[src/rtl/seg7_pkg.sv]
`default_nettype none
// ============================================================================
//  Module      : seg7_pkg
//  Description : Shared definitions for the seven-segment scan driver:
//                segment bit ordering, the blank pattern and the active-low
//                hexadecimal segment table.
//                Segment vector layout: bit6=a, bit5=b, bit4=c, bit3=d,
//                bit2=e, bit1=f, bit0=g. A 0 lights the segment.
//  Revision    : 1.0  initial release
// ============================================================================
package seg7_pkg;

    // Field order of the packed struct fixes the bit order (a is the MSB).
    typedef struct packed {
        logic a;
        logic b;
        logic c;
        logic d;
        logic e;
        logic f;
        logic g;
    } seg_bits_t;

    // All segments dark (active-low).
    localparam logic [6:0] SEG_OFF = 7'b111_1111;

    // Active-low hex glyphs, indexed by nibble value 0..F.
    localparam logic [0:15][6:0] SEG_TABLE = '{
        7'b000_0001,  // 0
        7'b100_1111,  // 1
        7'b001_0010,  // 2
        7'b000_0110,  // 3
        7'b100_1100,  // 4
        7'b010_0100,  // 5
        7'b010_0000,  // 6
        7'b000_1111,  // 7
        7'b000_0000,  // 8
        7'b000_0100,  // 9
        7'b000_1000,  // A
        7'b110_0000,  // b
        7'b011_0001,  // C
        7'b100_0010,  // d
        7'b011_0000,  // E
        7'b011_1000   // F
    };

endpackage
`default_nettype wire

[src/rtl/seg7_scan_driver_if.sv]
`default_nettype none
// ============================================================================
//  Module      : seg7_scan_driver_if
//  Description : Bus between the datapath and the seven-segment scan driver.
//                master : datapath side (drives value/load/dp_in/blank)
//                slave  : driver side (drives seg/dp/an/frame_start)
//                value       4*DIGITS  hex nibbles, nibble i -> digit i
//                load        1         capture value into staging
//                dp_in       DIGITS    decimal point request per digit
//                blank       1         force all anodes off
//                seg         7         segments, active-low, bit6=a
//                dp          1         decimal point, active-low
//                an          DIGITS    anode enables, active-low
//                frame_start 1         one-cycle pulse after scan wrap
//  Revision    : 1.0  initial release
// ============================================================================
interface seg7_scan_driver_if #(
    parameter int DIGITS = 4
);
    logic [4*DIGITS-1:0] value;
    logic                load;
    logic [DIGITS-1:0]   dp_in;
    logic                blank;
    logic [6:0]          seg;
    logic                dp;
    logic [DIGITS-1:0]   an;
    logic                frame_start;

    modport master (
        output value, load, dp_in, blank,
        input  seg, dp, an, frame_start
    );

    modport slave (
        input  value, load, dp_in, blank,
        output seg, dp, an, frame_start
    );
endinterface
`default_nettype wire

[src/rtl/hex_seg7_decoder.sv]
`default_nettype none
// ============================================================================
//  Module      : hex_seg7_decoder
//  Description : Combinational 4-bit hex to active-low 7-segment lookup.
//                nibble  in  4   hex digit value
//                seg     out 7   segments, active-low, bit6=a
//  Revision    : 1.0  initial release
// ============================================================================
module hex_seg7_decoder
    import seg7_pkg::*;
(
    input  logic [3:0] nibble,
    output seg_bits_t  seg
);
    assign seg = SEG_TABLE[nibble];
endmodule
`default_nettype wire

[src/rtl/seg7_scan_driver.sv]
`default_nettype none
// ============================================================================
//  Module      : seg7_scan_driver
//  Description : Time-multiplexed common-anode seven-segment driver with scan
//                prescaler, frame-synchronous (tear-free) value loading,
//                per-digit decimal points and global blank.
//                Optional macro LEADING_ZERO_BLANK_EN: darkens zero digits
//                above the most significant non-zero nibble (digit 0 never).
//                clk    in   system clock
//                reset  in   synchronous, active-high
//                bus    slave modport of seg7_scan_driver_if
//  Revision    : 1.0  initial release
// ============================================================================
module seg7_scan_driver
    import seg7_pkg::*;
#(
    parameter int DIGITS   = 4,
    parameter int SCAN_DIV = 50000
) (
    input  logic                 clk,
    input  logic                 reset,
    seg7_scan_driver_if.slave    bus
);
    localparam int IDX_W   = (DIGITS   > 1) ? $clog2(DIGITS)   : 1;
    localparam int PRESC_W = (SCAN_DIV > 1) ? $clog2(SCAN_DIV) : 1;

    logic [PRESC_W-1:0]  r_presc;
    logic [IDX_W-1:0]    r_idx;
    logic [4*DIGITS-1:0] r_staging;
    logic [4*DIGITS-1:0] r_shadow;
    logic                r_pending;
    logic [6:0]          r_seg;
    logic                r_dp;
    logic [DIGITS-1:0]   r_an;
    logic                r_frame_start;

    logic                w_tick;
    logic                w_wrap;
    logic [3:0]          w_nibble;
    seg_bits_t           w_dec_seg;
    logic                w_suppress;

    assign w_tick   = (r_presc == PRESC_W'(SCAN_DIV - 1));
    assign w_wrap   = w_tick && (r_idx == IDX_W'(DIGITS - 1));
    assign w_nibble = r_shadow[{r_idx, 2'b00} +: 4];

    hex_seg7_decoder u_dec (
        .nibble (w_nibble),
        .seg    (w_dec_seg)
    );

`ifdef LEADING_ZERO_BLANK_EN
    // A digit is suppressed when it and every nibble above it are zero.
    logic [DIGITS-1:0] w_lz;
    generate
        for (genvar i = 0; i < DIGITS; i++) begin : g_lz
            if (i == 0) begin : g_lsd
                assign w_lz[i] = 1'b0;
            end else begin : g_upper
                assign w_lz[i] = (r_shadow[4*DIGITS-1:4*i] == '0);
            end
        end
    endgenerate
    assign w_suppress = w_lz[r_idx];
`else
    assign w_suppress = 1'b0;
`endif

    always_ff @(posedge clk) begin
        if (reset) begin
            r_presc       <= '0;
            r_idx         <= '0;
            r_staging     <= '0;
            r_shadow      <= '0;
            r_pending     <= 1'b0;
            r_seg         <= SEG_OFF;
            r_dp          <= 1'b1;
            r_an          <= '1;
            r_frame_start <= 1'b0;
        end else begin
            r_presc <= w_tick ? '0 : r_presc + 1'b1;
            if (w_tick) begin
                r_idx <= (r_idx == IDX_W'(DIGITS - 1)) ? '0 : r_idx + 1'b1;
            end

            if (bus.load) begin
                r_staging <= bus.value;
            end

            // Shadow only changes at a frame boundary so a frame never shows
            // a mix of two values; a load on the wrap tick bypasses staging.
            if (w_wrap) begin
                if (bus.load) begin
                    r_shadow <= bus.value;
                end else if (r_pending) begin
                    r_shadow <= r_staging;
                end
                r_pending <= 1'b0;
            end else if (bus.load) begin
                r_pending <= 1'b1;
            end

            r_seg         <= w_suppress ? SEG_OFF : w_dec_seg;
            r_dp          <= ~bus.dp_in[r_idx];
            r_an          <= bus.blank ? '1 : ~(DIGITS'(1) << r_idx);
            r_frame_start <= w_wrap;
        end
    end

    assign bus.seg         = r_seg;
    assign bus.dp          = r_dp;
    assign bus.an          = r_an;
    assign bus.frame_start = r_frame_start;

endmodule
`default_nettype wire
[src/flat_wrapper.sv]
// flat-port wrapper written by rule: the top's interface ports become plain ports
module seg7_scan_driver_flat import seg7_pkg::*;
#(
    parameter int DIGITS   = 4,
    parameter int SCAN_DIV = 50000
)
  (clk, reset, bus_value, bus_load, bus_dp_in, bus_blank, bus_seg, bus_dp, bus_an, bus_frame_start);
  seg7_scan_driver_if #(.DIGITS(DIGITS)) bus_i ();
  input  logic clk;
  input  logic reset;
  input wire logic [$bits(bus_i.value)-1:0] bus_value;
  input wire logic [$bits(bus_i.load)-1:0] bus_load;
  input wire logic [$bits(bus_i.dp_in)-1:0] bus_dp_in;
  input wire logic [$bits(bus_i.blank)-1:0] bus_blank;
  output wire logic [$bits(bus_i.seg)-1:0] bus_seg;
  output wire logic [$bits(bus_i.dp)-1:0] bus_dp;
  output wire logic [$bits(bus_i.an)-1:0] bus_an;
  output wire logic [$bits(bus_i.frame_start)-1:0] bus_frame_start;
  assign bus_i.value = bus_value;
  assign bus_i.load = bus_load;
  assign bus_i.dp_in = bus_dp_in;
  assign bus_i.blank = bus_blank;
  assign bus_seg = bus_i.seg;
  assign bus_dp = bus_i.dp;
  assign bus_an = bus_i.an;
  assign bus_frame_start = bus_i.frame_start;
  seg7_scan_driver #(.DIGITS(DIGITS), .SCAN_DIV(SCAN_DIV)) u_core (.clk(clk), .reset(reset), .bus(bus_i));
endmodule
[config.mk]
export PLATFORM = sky130hd
export DESIGN_NAME = seg7_scan_driver_flat
export DESIGN_NICKNAME = d
export VERILOG_FILES = /design/src/rtl/seg7_pkg.sv /design/src/rtl/seg7_scan_driver_if.sv /design/src/rtl/hex_seg7_decoder.sv /design/src/rtl/seg7_scan_driver.sv /design/src/flat_wrapper.sv
export SDC_FILE = /design/constraint.sdc
export NUM_CORES = 1
export LEC_CHECK = 0
export CORE_MARGIN = 3
export CORE_UTILIZATION = 45
export CTS_BUF_LIST = sky130_fd_sc_hd__clkbuf_4 sky130_fd_sc_hd__clkbuf_8 sky130_fd_sc_hd__clkbuf_16
export DETAILED_ROUTE_END_ITERATION = 16
export GPL_TIMING_DRIVEN = 0
export PLACE_DENSITY = 0.69
export REMOVE_ABC_BUFFERS = 1
export SYNTH_ARGS = -nofsm -noshare
export SYNTH_HDL_FRONTEND = slang
export SYNTH_HIERARCHICAL = 1
export SYNTH_SLANG_ARGS = --single-unit
[constraint.sdc]
create_clock -name clk -period 3.2 [get_ports clk]
set_clock_uncertainty 0.15 [all_clocks]
set_input_delay 0.32 -clock clk [delete_from_list [all_inputs] [get_ports clk]]
set_output_delay 0.32 -clock clk [all_outputs]
set_load 0.03 [all_outputs]
# Yosys cells after proc, flatten, opt, wreduce, memory -nomap -nowiden
# Memory sizes are Yosys's and may differ from the RTL's. A register that Yosys moved wholly into a read port is not among the register bits.
# Cells that the tools add are included.
[word_totals] mem_bits_ro=112 wordCells=30 register_bits=57 input_bits=24 memories=1
[mem_list] memory="(no name shown)" depth=16 word_bits=7 rd=1 rd_clocked_by_memory_dff=1 write_ports=0 line_no="hex_seg7_decoder.sv:15" source="assign seg = SEG_TABLE[nibble];"
[op_classes] bitwise_logic=3 n_shift=2 add_sub_neg=2 n_lt_le_gt_ge=1 reduce_logical=6 eq_ne=2 mux=5
[op_table] op="16-bit 2-to-1 mux" n=2
[op_table] op="16-bit by 1-bit adder with 16-bit output, second input constant" n=1
[op_table] op="16-bit == test, second input constant" n=1
[op_table] op="16-bit by 5-bit indexed part select with 4-bit output" n=1
[op_table] op="2-bit OR reduction" n=3
[op_table] op="4-bit NOT with 5-bit output" n=1
[op_table] op="4-bit NOT" n=1
[op_table] op="1-bit by 2-bit << shifter with 4-bit output, first input constant" n=1
[op_table] op="2-bit by 3-bit < comparator with 1-bit output, second input constant" n=1
[op_table] op="2-bit by 1-bit adder with 2-bit output, second input constant" n=1
[op_table] op="1-bit binary-select mux with 2-bit select" n=1
[op_table] op="2-bit == test, second input constant" n=1
[op_table] op="2-bit 2-to-1 mux" n=1
[op_table] op="2-bit AND reduction" n=1
[op_table] op="2-bit nonzero test" n=1
[op_table] op="1-bit logical AND" n=1
[op_table] op="1-bit 2-to-1 mux" n=1
[op_table] op="1-bit NOT" n=1

# Logic depth before layout (Yosys ltp)
# Gate-level depths: netlist of the first run.
[logic_depth] ltp_word=3 ltp_mapped=8 ltp_nobuf=7

# By module
# Netlist of the first run, hierarchy kept.
[modules_own_cells] module="seg7_scan_driver" area_each_um2=2568.7 cells_each=239 instances=1
[modules_own_cells] module="hex_seg7_decoder" area_each_um2=252.7 cells_each=36 instances=1

# Worst setup path after synthesis of the first run
# OpenSTA, ideal clock, no wires.
[synth_timing] kind="register to register" start="register u_core.r_presc[11]" end="register u_core.r_shadow[10]" path_stages_with_launch=7 path_buffers=2 setup_time_ps=121 arrival_ps=2324 required_ps=2929 path_slack_ps=605 cell_sequence="dfxtp_1 -> or4_1 -> or4_4 -> or3b_1 -> buf_6 -> buf_12 -> mux2_4"
[synth_via] elab_chain_len=3
[synth_lines] item="from (decl)" line_no="seg7_scan_driver.sv:27" source="logic [PRESC_W-1:0] r_presc;"
[synth_lines] item="from (signal assigned)" line_no="seg7_scan_driver.sv:81" source="r_presc <= w_tick ? '0 : r_presc + 1'b1;"
[synth_lines] item="16-bit == test" line_no="seg7_scan_driver.sv:43" source="assign w_tick = (r_presc == PRESC_W'(SCAN_DIV - 1));"
[synth_lines] item="1-bit logical AND" line_no="seg7_scan_driver.sv:44" source="assign w_wrap = w_tick && (r_idx == IDX_W'(DIGITS - 1));"
[synth_lines] item="2-bit AND reduction (no source line)"
[synth_lines] item="to (signal assigned)" line_no="seg7_scan_driver.sv:94" source="r_shadow <= bus.value;"
[synth_lines] item="to (signal assigned)" line_no="seg7_scan_driver.sv:96" source="r_shadow <= r_staging;"
[synth_lines] item="to (decl)" line_no="seg7_scan_driver.sv:30" source="logic [4*DIGITS-1:0] r_shadow;"
# Every way passes these cells.
# A chain may end at the register's enable or synchronous reset.

# Worst setup path in the final report of the first run
# Same ends and word-level chain as after synthesis.

==> out/results.ini, run 1 <==
[detailed_routing]
drt_wl_total_microns=4760
drt_first_iter_violations=100
post-route-drc-count=0
wl_per_cell_microns=12.3
vias=1931
drt_pass1_iterations=4
drtAntennaViolNets=0
via_per_inst=4.99

[cts]
cts_buffer_depth=2
htree_levels=3
ctsRootBufferMaster=clkbuf_8
post_cts_resized=0
cts.sinks=64
postCtsHoldBufs=0
cts_tree=yes
clkTransAtPathRegs_ns=0.07
clk_latency_ns=0.34
cts_setup_buffers=0
numCtsBuffers=9

[synthesis]
synthArstFlopShare=0
yosysTopAreaCell=dfxtp_1
netlist_top_cells_area=dfxtp_1 45%, mux2i_1 6.0%, ha_1 5.3%
ys_types=40
synthTopCellsByCount=64 x dfxtp_1, 38 x nor2_1, 18 x nand2_1
synth-seq-area-share=0.454
synth.top_cell.area_share=0.454
synth.cell_area_sq_um=2820
syn_inst=275
syn_area_per_cell_sq_um=10.3
synth_edf_count=0
ys_warn_count=6
ys_seq_elements=64
synthFlopType=dfxtp_1
yosys.cell_count.top_type=dfxtp_1

[critical_path]
critPathCaptureType=register
r2r-end=u_core/r_shadow[10]
crit_fanout=16
crit_arrival_ns=2.98
r2r_cells=4
r2r_slack_ns=0.30
critPathLaunchType=register
critical_path_buf_inv_count=0
crit_family=simple AND/OR/NAND/NOR gates
critPathKind=reg -> reg
cpMaxStageDelayCell=or3b_1
crit_required_ns=3.27
path_cells=or4_1 -> or4_4 -> or3b_1 -> mux2_4
cpPeakStageDelay_ns=0.74
rr_startpoint=u_core/r_presc[11]

[layout]
synthToLayoutAreaGrowth_pct=21.1
nNetsFinal=343
drive_above_1_share=0.157
post-route-cell-area_sq_um=3420
post-route-util=0.570
diodes=0

[power]
p_seq_frac=0.477
p_comb_frac=0.058
internal_power_uw=1370
vdd_ir_drop_max_v=0.000240
clkPwrFrac=0.465
swShare=0.207
p_sw_uw=357
p_leak_uw=0.00135
powerDensity_nw_per_um2=506

[die]
initial_core_util=0.471
die_w_microns=85.2
core.rowCount=28
die_y_microns=85.2
ios=37
core_area_sq_um=5990
die-area_sq_um=7260

[sta]
worst_slew_pin_slew_ns=1.01
hold_ws_ns=0.319
setup_tns_ns=0
max_freq_mhz=344
relSlewSlack=0.326
final.min_clock_period_ns=2.90
period_share=0.908
setup_ws_ns=0.296
hold_violations=0
setup_viol=0
drv_slew=0
rsz0062_at_grt=false

[placed_design]
portBuffers=36
dp_slack_ns=0.0894
dp_hpwl_microns=3200
gp_congestion=0.810
place_area_sq_um=3180

[global_route]
grt_usage=0.146
busiest_layer=met2
overflow=0
grt_pass1_wl_microns=8400
grt_pass1_vias=1816
grt_start_max_net_pins=47
met3_usage=0.0388
use_met2=0.213
gr-usage-met1=0.195
antenna_found_initial=0

[min_path]
hold_class=reg -> reg
whs_endpoint=u_core/r_presc[0]
holdPathStages=1
hp-start=u_core/r_presc[0]

[run]
maxCapViolations=0

[run_status]
status=complete, no violations

[worst register-to-register path, stage by stage, from the launching register on]
cell and delay (ns):
dfxtp_1 0.37, or4_1 0.55, or4_4 0.55, or3b_1 0.74, mux2_4 0.44
[logic make-up after synthesis]
kind of cell,share of synthesized area
flip-flops,0.454
buffers and inverters,0.0426
multiplexers,0.181
AND/OR/NAND/NOR,0.194
XOR/XNOR,0.0435
AO/OA/AOI/OAI,0.0310
adder cells (fa/ha/maj),0.0532
[power by group through the flow]
stage | Clock (uW) | Combinational, uW | Sequential [uW]
after floorplan | 0 | 33.0 | 853
after global placement | 0 | 101 | 843
after detailed placement | 0 | 101 | 843
after CTS | 825 | 102 | 825
after global routing | 868 | 110 | 827
final | 805 | 100 | 825
[worst max-delay path by stage]
stage                             from                   to  slack, ns  cells past startpoint
global placement              bus_load   u_core/r_shadow[5]       0.12                      4
detailed placement            bus_load  u_core/r_shadow[12]       0.09                      4
floorplan           u_core/r_presc[11]  u_core/r_shadow[10]       0.50                      4
CTS                 u_core/r_presc[11]  u_core/r_shadow[10]       0.28                      4
global route        u_core/r_presc[11]  u_core/r_shadow[11]       0.18                      4
finish              u_core/r_presc[11]  u_core/r_shadow[10]       0.30                      4
[final cells by class]
type	count	area [sq um]
clock buffers	12	165
clock inverters	4	75.1
fillers	519	2570
inverters	7	26.3
multi-input cells	189	1420
flip-flops and latches	64	1280
well taps	75	93.8
repair buffers	36	355
[layout by cell type, fill, tap and decap left out, types with 2 or more instances in the layout]
master	Yosys	routed
nor2_1	38	38
mux2_4	10	10
o21ai_0	5	5
dfxtp_1	64	64
inv_1	7	7
mux4_2	5	5
or2b_1	2	2
xor2_1	3	3
clkbuf_8	0	12
nand3_1	8	8
nand2_1	18	18
bufinv_16	0	2
clkdlybuf4s50_1	0	35
nand4_1	3	3
clkinvlp_4	0	2
xnor2_1	11	11
ha_1	12	12
mux2i_1	17	17
mux2_2	7	7
nor3_1	3	3
nor4_1	5	5
nor2b_1	16	16
a21oi_1	3	3
or2_2	8	8
[registers in the layout, indices dropped and copies added (netlist names)]
signal and count:
u_core/bus.dp 1, u_core/bus.an 4, u_core/r_idx 2, u_core/r_staging 16
u_core/bus.frame_start 1, u_core/r_pending 1, u_core/r_presc 16, u_core/r_shadow 16
u_core/bus.seg 7
[layer usage]
metal	wire length, microns	vias to the layer above	share of wire
met5	0	-	0
met4	110	0	0.023
met3	257	8	0.054
met2	2090	40	0.44
met1	2300	888	0.48
li1	-	995	-
[per-stage QoR]
| stage | total power [uW] | std cells |
|---|---|---|
| floorplan | 886 | 260 |
| global placement | 944 | 371 |
| detailed placement | 944 | 371 |
| CTS | 1750 | 387 |
| global route | 1800 | 387 |
| finish | 1730 | 387 |
No activity file was read; power rests on OpenSTA's default activity.
==> run 2, diff against run 1 <==
--- a/config.mk
+++ b/config.mk
@@ -5,12 +5,13 @@
 export SDC_FILE = /design/constraint.sdc
 export NUM_CORES = 1
 export LEC_CHECK = 0
+export ABC_AREA = 1
 export CORE_MARGIN = 3
 export CORE_UTILIZATION = 45
 export CTS_BUF_LIST = sky130_fd_sc_hd__clkbuf_4 sky130_fd_sc_hd__clkbuf_8 sky130_fd_sc_hd__clkbuf_16
 export DETAILED_ROUTE_END_ITERATION = 16
 export GPL_TIMING_DRIVEN = 0
-export PLACE_DENSITY = 0.69
+export PLACE_DENSITY = 0.68
 export REMOVE_ABC_BUFFERS = 1
 export SYNTH_ARGS = -nofsm -noshare
 export SYNTH_HDL_FRONTEND = slang
==> constraint.sdc (replaced) <==
create_clock -name clk -period 3.2 [get_ports clk]
set_clock_uncertainty 0.15 [all_clocks]
set_input_delay 0.64 -clock clk [delete_from_list [all_inputs] [get_ports clk]]
set_output_delay 0.64 -clock clk [all_outputs]
set_load 0.03 [all_outputs]
==> run 2 against run 1 <==
  * Combinational power up 19%
  * Largest cell class unchanged
  * Fmax up 4.8%
  * Register-to-register slack better by 0.13 ns
==> out/results.ini, run 2 <==
[run_status]
status=complete, no violations

[detailed_routing]
post-route-drc-count=0  ; unchanged
wl_per_cell_microns=12.0  ; -2.6%
wl_met3_microns=245  ; -4.7%
drt_wl_total_microns=6180  ; +30%
drt_first_iter_violations=99  ; -1.0%
vias=2581  ; +34%
m1WireLength_microns=2980  ; +30%
via_per_inst=5.00  ; +0.25%
dr_wl_met2_microns=2870  ; +37%
drtAntennaViolNets=0  ; unchanged
drt_pass1_iterations=4  ; unchanged
top_layer_used=met4

[synthesis]
synth_top_family_by_area=simple AND/OR/NAND/NOR gates
ys_types=27  ; -33%
ys_warn_count=6  ; unchanged
synth-xor-area-share=0.0176  ; -0.0259
yosys.cell_count.top_type=nor2_1
yosysTopAreaCell=dfxtp_1
syn_inst=404  ; +47%
synthArstFlopShare=0  ; unchanged
synth.cell_area_sq_um=2990  ; +5.9%
netlist_top_cells_area=dfxtp_1 43%, nor2_1 11%, nand2_1 8.7%
synth_compound_area_frac=0.0754  ; +0.0444
synth_edf_count=0  ; unchanged
synthFlopType=dfxtp_1
synthTopCellsByCount=88 x nor2_1, 69 x nand2_1, 64 x dfxtp_1
synth_adder_area_share=0.0503  ; -0.00294
syn_area_per_cell_sq_um=7.39  ; -28%
synth_simple_gate_area_share=0.359  ; +0.165
synth.top_cell.area_share=0.429  ; -0.0251
ys_seq_elements=64  ; unchanged
synth_mux_area_frac=0  ; -0.181
synth-seq-area-share=0.429  ; -0.0251

[die]
die-area_sq_um=7650  ; +5.4%
die_y_microns=87.5  ; +2.7%
ios=37  ; unchanged
die_w_microns=87.5  ; +2.7%
core_area_sq_um=6390  ; +6.6%
core.rowCount=29  ; +3.6%
initial_core_util=0.468  ; -0.00330

[cts]
cts_tree=yes
numCtsBuffers=9  ; unchanged
htree_levels=3  ; unchanged
post_cts_resized=0  ; unchanged
cts_setup_buffers=0  ; unchanged
clk_latency_ns=0.34  ; about the same
cts_buffer_depth=2  ; unchanged
clkTransAtPathRegs_ns=0.07  ; about the same
ctsRootBufferMaster=clkbuf_8
postCtsHoldBufs=0  ; unchanged
cts.sinks=64  ; unchanged

[critical_path]
critPathKind=reg -> reg
crit_path_frequent_cell=nand2_1
path_cells=inv_1 -> o21ai_0 -> o22ai_1 -> inv_1 -> nand2_1 -> nand2_1 -> nand2_1 -> nand2_1 -> or2_2
critPathCaptureType=register
rr_startpoint=u_core/r_idx[0]
r2r_cells=9  ; +5
crit_arrival_ns=2.85  ; -0.13 ns
cpPeakStageDelay_ns=0.74  ; about the same
crit_required_ns=3.28  ; about the same
r2r-end=u_core/bus.seg[3]
crit_fanout=14  ; -2
critPathLaunchType=register
cpMaxStageDelayCell=o22ai_1
r2r_slack_ns=0.43  ; +0.13 ns

[layout]
diodes=0  ; unchanged
final_cell_count_no_fill=516  ; +33%
drive_above_1_share=0.123  ; -0.0340
final_common_cell=nor2_1
reg_top3=u_core/r_presc (16), u_core/r_shadow (16), u_core/r_staging (16)
final_cell_mix=88 x nor2_1, 69 x nand2_1, 64 x dfxtp_1
synthToLayoutAreaGrowth_pct=20.8
post-route-cell-area_sq_um=3610  ; +5.6%
nNetsFinal=470  ; +37%

[min_path]
holdPathStages=1  ; unchanged
hold_class=reg -> reg
hp-start=u_core/r_presc[0]
whs_endpoint=u_core/r_presc[0]

[placed_design]
dp_hpwl_microns=4180  ; +31%
place_area_sq_um=3350  ; +5.4%
gp_congestion=0.852  ; +5.2%
portBuffers=36  ; unchanged
dp_slack_ns=-0.174  ; -0.263 ns
dp.cells=500  ; +35%

[sta]
setup_ws_ns=0.428  ; +0.132 ns
worst_slew_pin_slew_ns=1.01  ; +0.00171 ns
rsz0062_at_grt=false
drv_slew=0  ; unchanged
setup_viol=0  ; unchanged
period_share=0.866  ; -0.0413
final.min_clock_period_ns=2.77  ; -0.132 ns
relSlewSlack=0.326  ; about the same
hold_violations=0  ; unchanged
max_freq_mhz=361  ; +4.8%

[power]
p_sw_uw=388  ; +8.4%
p_leak_uw=0.00145  ; +7.3%
swShare=0.214  ; +0.00789
powerDensity_nw_per_um2=501  ; -1.1%
clkPwrFrac=0.477  ; +0.012
p_seq_frac=0.457  ; -0.020
p_comb_frac=0.066  ; +0.008
vdd_ir_drop_max_v=0.000314  ; +30%
internal_power_uw=1420  ; +3.4%

[global_route]
antenna_found_initial=0  ; unchanged
grt_usage=0.175  ; +0.0288
grt_start_max_net_pins=27  ; -43%
grt_pass1_wl_microns=10600  ; +26%
overflow=0  ; unchanged
grt_pass1_vias=2407  ; +33%

[run]
maxCapViolations=0  ; unchanged

run 2: cell types whose count changed after synthesis, sizes merged, moves of 17 or more:
cell and delta:
mux2 -17, o21ai +25, nand2 +54, nor2 +55, mux2i -17, inv +22
run 2: worst max-delay path by stage:
stage	start	end	slack, ns	cells past startpoint
after global routing	u_core/r_idx[0]	u_core/bus.seg[3]	0.14	9
after detailed placement	reset	u_core/r_presc[2]	-0.17	4
final	u_core/r_idx[0]	u_core/bus.seg[3]	0.43	9
after global placement	reset	u_core/r_presc[2]	-0.11	4
after CTS	reset	u_core/r_presc[2]	0.20	4
after floorplan	u_core/r_idx[0]	u_core/bus.seg[3]	0.98	9
run 2: worst max-delay path: cells and delay by family, from the launching register on:
| family | cells | cell delay [ns] |
|---|---|---|
| compound gates | 2 | 0.87 |
| buf+inv | 2 | 0.62 |
| flops | 1 | 0.45 |
| simple gates | 5 | 0.57 |
run 2: layout make-up:
cell class / count / area [sq um]
fill: 636 / 2780
multi-input combinational: 294 / 1500
inverter: 29 / 113
tap: 77 / 96.3
clock inverter: 6 / 115
timing repair buffer: 36 / 363
clock buffer: 10 / 138
sequential: 64 / 1280
run 2: cells by family (layout without fill, tap and decap cells):
group                      Yosys count  count (layout)
and+or+nand+nor                    233             233
DFF                                 64              64
buffers and inverters               46              81
xor gates and xnor gates             6               6
AOI/OAI and AO/OA                   43              43
adders and majority gates           12              12
run 2: power groups by stage:
stage / sequential (uW) / clock (uW) / combinational [uW]
after floorplan: 853 / 0 / 50.5
after global placement: 843 / 0 / 117
after detailed placement: 844 / 0 / 119
after CTS: 826 / 884 / 120
after global routing: 828 / 922 / 131
final: 825 / 863 / 119
run 2: through the flow:
step | power [uW] | hold WS, ns | util | TNS [ns]
after floorplan | 904 | 0.268 | - | 0
after global placement | 960 | 0.278 | 0.524 | -1.32
after detailed placement | 964 | 0.307 | 0.524 | -2.00
after CTS | 1830 | 0.323 | 0.564 | 0
after global routing | 1880 | 0.357 | 0.565 | 0
final | 1810 | 0.313 | 0.565 | 0
run 2: metal layers:
metal,vias to the layer above,GRT usage
met5,-,0
met4,0,0.0934
met3,10,0.0360
met2,49,0.283
met1,1158,0.218
li1,1364,-
